`src/rtl/fifo_pipe_slice.sv`:
```
// fifo_pipe_slice: two-entry registered ready/valid skid slice; define PIPE_SLICE_STATS_EN for the consumer-stall counter
module fifo_pipe_slice #(
    parameter int DATA_WIDTH      = 64,
    parameter int STALL_CNT_WIDTH = 32
) (
    input  logic                       clk,
    input  logic                       reset_n,
    input  logic                       i__data_in_valid,
    input  logic [DATA_WIDTH-1:0]      i__data_in,
    output logic                       o__data_in_ready,
    output logic                       o__data_out_valid,
    output logic [DATA_WIDTH-1:0]      o__data_out,
    input  logic                       i__data_out_ready,
    input  logic                       i__clear_all,
    output logic [1:0]                 o__occupancy,
    output logic [STALL_CNT_WIDTH-1:0] o__stall_count
);
    typedef enum logic [1:0] {EMPTY = 2'd0, ONE = 2'd1, TWO = 2'd2} state_t;
    state_t state, next_state;
    logic [DATA_WIDTH-1:0] main_q, skid_q;
    logic valid_q, ready_q, in_fire, out_fire, load_main_in, load_main_skid, load_skid;
    assign in_fire  = i__data_in_valid & ready_q;
    assign out_fire = valid_q & i__data_out_ready;
    always_comb begin
        next_state     = state;
        load_main_in   = 1'b0;
        load_main_skid = 1'b0;
        load_skid      = 1'b0;
        if (i__clear_all) next_state = EMPTY;
        else case (state)
            EMPTY: if (in_fire) begin
                next_state   = ONE;
                load_main_in = 1'b1;
            end
            ONE: if (in_fire && out_fire) load_main_in = 1'b1;
                 else if (in_fire) begin
                     next_state = TWO;
                     load_skid  = 1'b1;
                 end
                 else if (out_fire) next_state = EMPTY;
            TWO: if (out_fire) begin
                next_state     = ONE;
                load_main_skid = 1'b1;
            end
            default: next_state = EMPTY;
        endcase
    end
    // valid and ready get their own flops so outputs never pass through decode logic
    always_ff @(posedge clk or negedge reset_n) begin
        if (!reset_n) begin
            state   <= EMPTY;
            valid_q <= 1'b0;
            ready_q <= 1'b0;
            main_q  <= '0;
            skid_q  <= '0;
        end else begin
            state   <= next_state;
            valid_q <= next_state != EMPTY;
            ready_q <= next_state != TWO;
            if (load_main_in) main_q <= i__data_in;
            else if (load_main_skid) main_q <= skid_q;
            if (load_skid) skid_q <= i__data_in;
        end
    end
    assign o__data_in_ready  = ready_q;
    assign o__data_out_valid = valid_q;
    assign o__data_out       = main_q;
    assign o__occupancy      = state;
`ifdef PIPE_SLICE_STATS_EN
    logic [STALL_CNT_WIDTH-1:0] stall_q;
    always_ff @(posedge clk or negedge reset_n) begin
        if (!reset_n) stall_q <= '0;
        else if (i__clear_all) stall_q <= '0;
        else if (valid_q && !i__data_out_ready && !(&stall_q)) stall_q <= stall_q + STALL_CNT_WIDTH'(1);
    end
    assign o__stall_count = stall_q;
`else
    assign o__stall_count = '0;
`endif
endmodule

```
`config.mk`:
```
export PLATFORM = sky130hd
export DESIGN_NAME = fifo_pipe_slice
export DESIGN_NICKNAME = d
export VERILOG_FILES = /design/src/rtl/fifo_pipe_slice.sv
export SDC_FILE = /design/constraint.sdc
export NUM_CORES = 1
export LEC_CHECK = 0
export CAP_MARGIN = 20
export CORE_MARGIN = 5
export CORE_UTILIZATION = 53
export DETAILED_ROUTE_END_ITERATION = 6
export PLACE_DENSITY_LB_ADDON = 0.1
export SYNTH_ARGS = -nofsm -noshare
export SYNTH_HDL_FRONTEND = slang
export SYNTH_SLANG_ARGS = --single-unit
```
`constraint.sdc`:
```
create_clock -name clk -period 3.4 [get_ports clk]
set_clock_uncertainty 0.2 [all_clocks]
set_input_delay 0.68 -clock clk [delete_from_list [all_inputs] [get_ports clk]]
set_output_delay 0.68 -clock clk [all_outputs]
set_load 0.02 [all_outputs]
```
# Word level (Yosys, flattened, before mapping)
# Index checks and enable logic that the tools add are counted.
totals:
  regBits: 132
  elab_cells: 33
  out_inout_bits: 100
  in_bits: 69
op_classes:
  reduce_logical: 4
  bitwise: 2
  mux: 19
  n_eq_ne: 3
op_table:
  columns: ["op", "count"]
  rows:
  - ["2-to-1 mux 64 bit", 2]
  - ["2-to-1 mux 2 bit", 6]
  - ["2-to-1 mux 1 bit", 9]
  - ["case mux 2 bit (3 select lines)", 1]
  - ["nonzero test 2 bit", 2]
  - ["bitwise AND 1 bit", 2]
  - ["equality test 2 x 1 -> 1 bit (second input constant)", 1]
  - ["equality test 2 bit (second input constant)", 1]
  - ["logical NOT 2 bit", 1]
  - ["!= test 2 bit (second input constant)", 1]
  - ["case mux 1 bit (2 select lines)", 1]
  - ["logical AND 1 bit", 1]

# Longest topological paths before layout
logic_depth:
  word_depth: 7
  ltp_mapped: 5
  mapped_depth_nobuf: 3

# Worst setup path after synthesis
# No wires, ideal clock.
synth_path:
  kind: "input -> register"
  start: "in i__data_out_ready"
  end: "reg skid_q[10]"
  stages: 5
  path_buffers: 2
  arrival_time_ns: 1.900
  path_slack_ns: 1.175
  setup_ns: 0.125
  cell_sequence: "a21boi_2 > or4b_1 > buf_4 > buf_6 > mux2_4"
synth_between:
  elab_chain_cells: 5
synth_rtl:
  columns: ["element", "line", "rtl"]
  rows:
  - ["from (decl)", "13", "input logic i__data_out_ready,"]
  - ["bitwise AND 1 bit", "23", "assign out_fire = valid_q & i__data_out_ready;"]
  - ["logical AND 1 bit", "35", "ONE: if (in_fire && out_fire) load_main_in = 1'b1;"]
  - ["2-to-1 mux 1 bit", "35", null]
  - ["2-to-1 mux 1 bit", "30", "else case (state)"]
  - ["2-to-1 mux 1 bit", "29", "if (i__clear_all) next_state = EMPTY;"]
  - ["to (signal assigned)", "62", "if (load_skid) skid_q <= i__data_in;"]
  - ["to (decl)", "20", "logic [DATA_WIDTH-1:0] main_q, skid_q;"]
# Every way passes these cells.
# A chain may end at the register's enable or synchronous reset.

# Worst setup path after layout
layout_path:
  start: "reg state[0] (netlist: o__occupancy[0])"
  end: "out o__occupancy[0]"
layout_rtl:
  columns: ["element", "line", "rtl"]
  rows:
  - ["from (decl)", "19", "state_t state, next_state;"]
  - ["from (signal assigned)", "57", "state <= next_state;"]
  - ["to (decl)", "15", "output logic [1:0] o__occupancy,"]
# No word-level cell between the ends.

==> results.cfg <==
[outcome]
outcome = finished, final reports clean

[global_routing]
antenna_found_initial = 0
grt.met1_usage = 0.320
globalRouteMet2Util = 0.366
first_global_vias = 5080
gr-total-overflow = 0
grt.total_usage = 0.236
gr-max-usage-layer = met2
use_met3 = 0.0646
first_pass_grt_wire_length_mm = 26.9
grt_max_degree = 78

[setup_path]
worst-r2r-cell-count = 4
timing.critical_path.buf_inv = 1
critical-path-slowest-cell = sky130_fd_sc_hd__clkdlybuf4s50_1
regToRegSetupSlack_ns = 1.04
cp_data_arrival_time_ns = 1.67
r2r_start = o__occupancy[0]$_DFF_PN0_
critical_path.cell_chain = clkdlybuf4s50_1
path_depth = 1
critPathCaptureType = primary output
critPathMaxStageDelay_ns = 0.68
critical_path_fanouts_max = 24
critPathKind = flop to primary output
worst-endpoint-required_ns = 2.52
timing.critical_path.from = o__occupancy[0]$_DFF_PN0_
crit_family = buffers and inverters
reg2reg_to = skid_q[0]$_DFFE_PN0P_
cp_launch_type = flop

[placement]
gp_congestion = 0.788
placedCellCount = 796
port_buffers = 136
pre_cts_slack_ns = 0.432
dp.final_hpwl_mm = 9.71

[pwr]
leakage_uw = 0.00347
report.power.total_uw = 6460
pwr_density_cell_nw_per_um2 = 777
ir_worst_vdd_mv = 0.416

[cts]
cts_inserted_buffers = 17
post_cts_hold_buffer_count = 0
cts_root_buffer = sky130_fd_sc_hd__clkbuf_16
cts_tree = done
cts.htree.levels = 4
cts_resized = 0
clock_sinks = 132
cts_setup_buffers = 0
clock_input_transition_at_the_sequential_cells_of_the_worst_setup_and_hold_paths_ns = 0.06
clk-insertion-delay-late_ns = 0.41
cts.path.max_buffers = 2

[worst_hold_path]
hold_path.class = input pin to async pin

[sta]
setup_slack_ns = 0.849
finalSetupViolCount = 0
post-route-min-period_ns = 2.55
clock.fmax_mhz = 392
worst_pin_slew_ns = 0.802
relative_slew_slack = 0.465
period_share = 0.750
grt_setup_unrepaired = no
finalHoldViolations = 0
slew_violations = 0
setup_tns_ns = 0

[logic_synthesis]
postSynthCellCount = 557
synth.avg_cell_area_sq_um = 11.5
synth.cell_area_sq_um = 6400
synth-async-reset-ratio = 1.00
synth_top_flop_cell = sky130_fd_sc_hd__dfrtp_1
yosysWarningCount = 0
synth.distinct_cells = 27
synth_sequential_area_ratio = 0.516
synth_enable_flop_cells = 0
synth-seq-cells = 132

[die]
starting_density = 0.537
design.portCount = 169
die-height_microns = 120
core_region_area_sq_um = 11900
rows = 40
die_area_sq_um = 14400
die_w_microns = 120

[flow_run]
max_cap_viol_count = 0

[finish]
multi_input_comb_area_sq_um = 2740
final_nets = 737
drive_gt1_frac = 0.162
fin_util = 0.698
antenna_cells_inserted = 0
final-seq-area_sq_um = 3300
area_growth_pct = 30.0
nFillCells = 905
fin_cells = 828

[drt]
vias_per_cell = 5.92
routed_wirelength_normalized_by_instance_count_microns = 20.2
drt-total-wl_mm = 16.7
drt_iter0_markers = 456
number_of_nets_with_antenna_violations_after_routing = 0
drt_first_pass_iters = 5
remaining_drc_errors = 0
via_count = 4903
==> flip-flops by register name, summed over array words and instances, names as in the netlist <==
name and cells:
o__data_out 64, skid_q 64, o__occupancy 2, o__data_in_ready 1, o__data_out_valid 1
==> power by group <==
part	switching, uW	total [uW]	internal, uW
Combinational	916	2080	1160
Sequential	382	2580	2200
Clock	672	1800	1130
Total	1970	6460	4490
==> cell usage in the layout, fill, tap and decap left out, types with 2 or more instances in the layout <==
master,instances
sky130_fd_sc_hd__dfrtp_1,131
sky130_fd_sc_hd__o21ai_0,60
sky130_fd_sc_hd__buf_12,4
sky130_fd_sc_hd__nor3_1,64
sky130_fd_sc_hd__bufinv_16,2
sky130_fd_sc_hd__a31oi_1,64
sky130_fd_sc_hd__mux2_1,4
sky130_fd_sc_hd__clkdlybuf4s50_1,135
sky130_fd_sc_hd__clkinv_2,6
sky130_fd_sc_hd__conb_1,32
sky130_fd_sc_hd__nand3b_1,64
sky130_fd_sc_hd__buf_4,10
sky130_fd_sc_hd__mux2_4,60
sky130_fd_sc_hd__clkinvlp_4,2
sky130_fd_sc_hd__nand2_1,3
sky130_fd_sc_hd__clkbuf_1,2
sky130_fd_sc_hd__clkbuf_8,3
sky130_fd_sc_hd__o21ai_1,4
sky130_fd_sc_hd__clkbuf_16,17
==> layout make-up <==
cell class / count / share of cell area
clock inverter: 10 / 0.0126
tap: 147 / 0.0221
timing repair buffer: 149 / 0.181
sequential: 132 / 0.397
multi-input combinational: 368 / 0.330
clock buffer: 22 / 0.0570
==> worst max-delay path by stage <==
stage | endpoint | slack (ns)
6_report | o__occupancy[0] | 0.85
5_1_grt | o__occupancy[0] | 0.77
4_1_cts | o__occupancy[0] | 0.83
3_5_place_dp | skid_q[0]$_DFFE_PN0P_ | 0.43
3_3_place_gp | skid_q[63]$_DFFE_PN0P_ | 0.44
2_1_floorplan | skid_q[10]$_DFFE_PN0P_ | 1.18
==> cells in the mapped netlist (2+ instances only) <==
master,count,share of area
sky130_fd_sc_hd__nand2_1,3,0.0018
sky130_fd_sc_hd__buf_6,6,0.011
sky130_fd_sc_hd__o21ai_0,60,0.047
sky130_fd_sc_hd__nand3b_1,64,0.075
sky130_fd_sc_hd__o21ai_1,4,0.0031
sky130_fd_sc_hd__a31oi_1,64,0.063
sky130_fd_sc_hd__clkbuf_1,47,0.028
sky130_fd_sc_hd__buf_4,33,0.039
sky130_fd_sc_hd__dfrtp_1,132,0.52
sky130_fd_sc_hd__buf_1,2,0.0012
sky130_fd_sc_hd__mux2_1,4,0.0070
sky130_fd_sc_hd__nor3_1,64,0.050
sky130_fd_sc_hd__mux2_4,60,0.14
==> cells by family after synthesis <==
| group | count (synthesis) | share of synthesized area |
|---|---|---|
| and+or+nand+nor | 139 | 0.137 |
| DFF | 132 | 0.516 |
| AOI/OAI and AO/OA | 131 | 0.117 |
| buffers and inverters | 88 | 0.0780 |
| muxes | 65 | 0.149 |
| xor gates and xnor gates | 1 | 0.00137 |
| other | 1 | 0.000586 |
==> per-layer routing <==
metal  vias to the layer above  wire (microns)  part of all wire
li1                       2203               -                 -
met1                      2487            7390              0.44
met2                       202            7990              0.48
met3                        11            1160             0.069
met4                         0             159            0.0095
met5                         -               0                 0
==> stage by stage <==
| stage | area [sq um] | hold WS, ns |
|---|---|---|
| after CTS | 8310 | 0.0359 |
| after global placement | 7730 | 0.274 |
| after floorplan | 6510 | 0.184 |
| after global routing | 8310 | 0.0536 |
| final | 8310 | 0.0317 |
| after detailed placement | 7730 | 0.287 |
(Power assumes the default switching activity.)
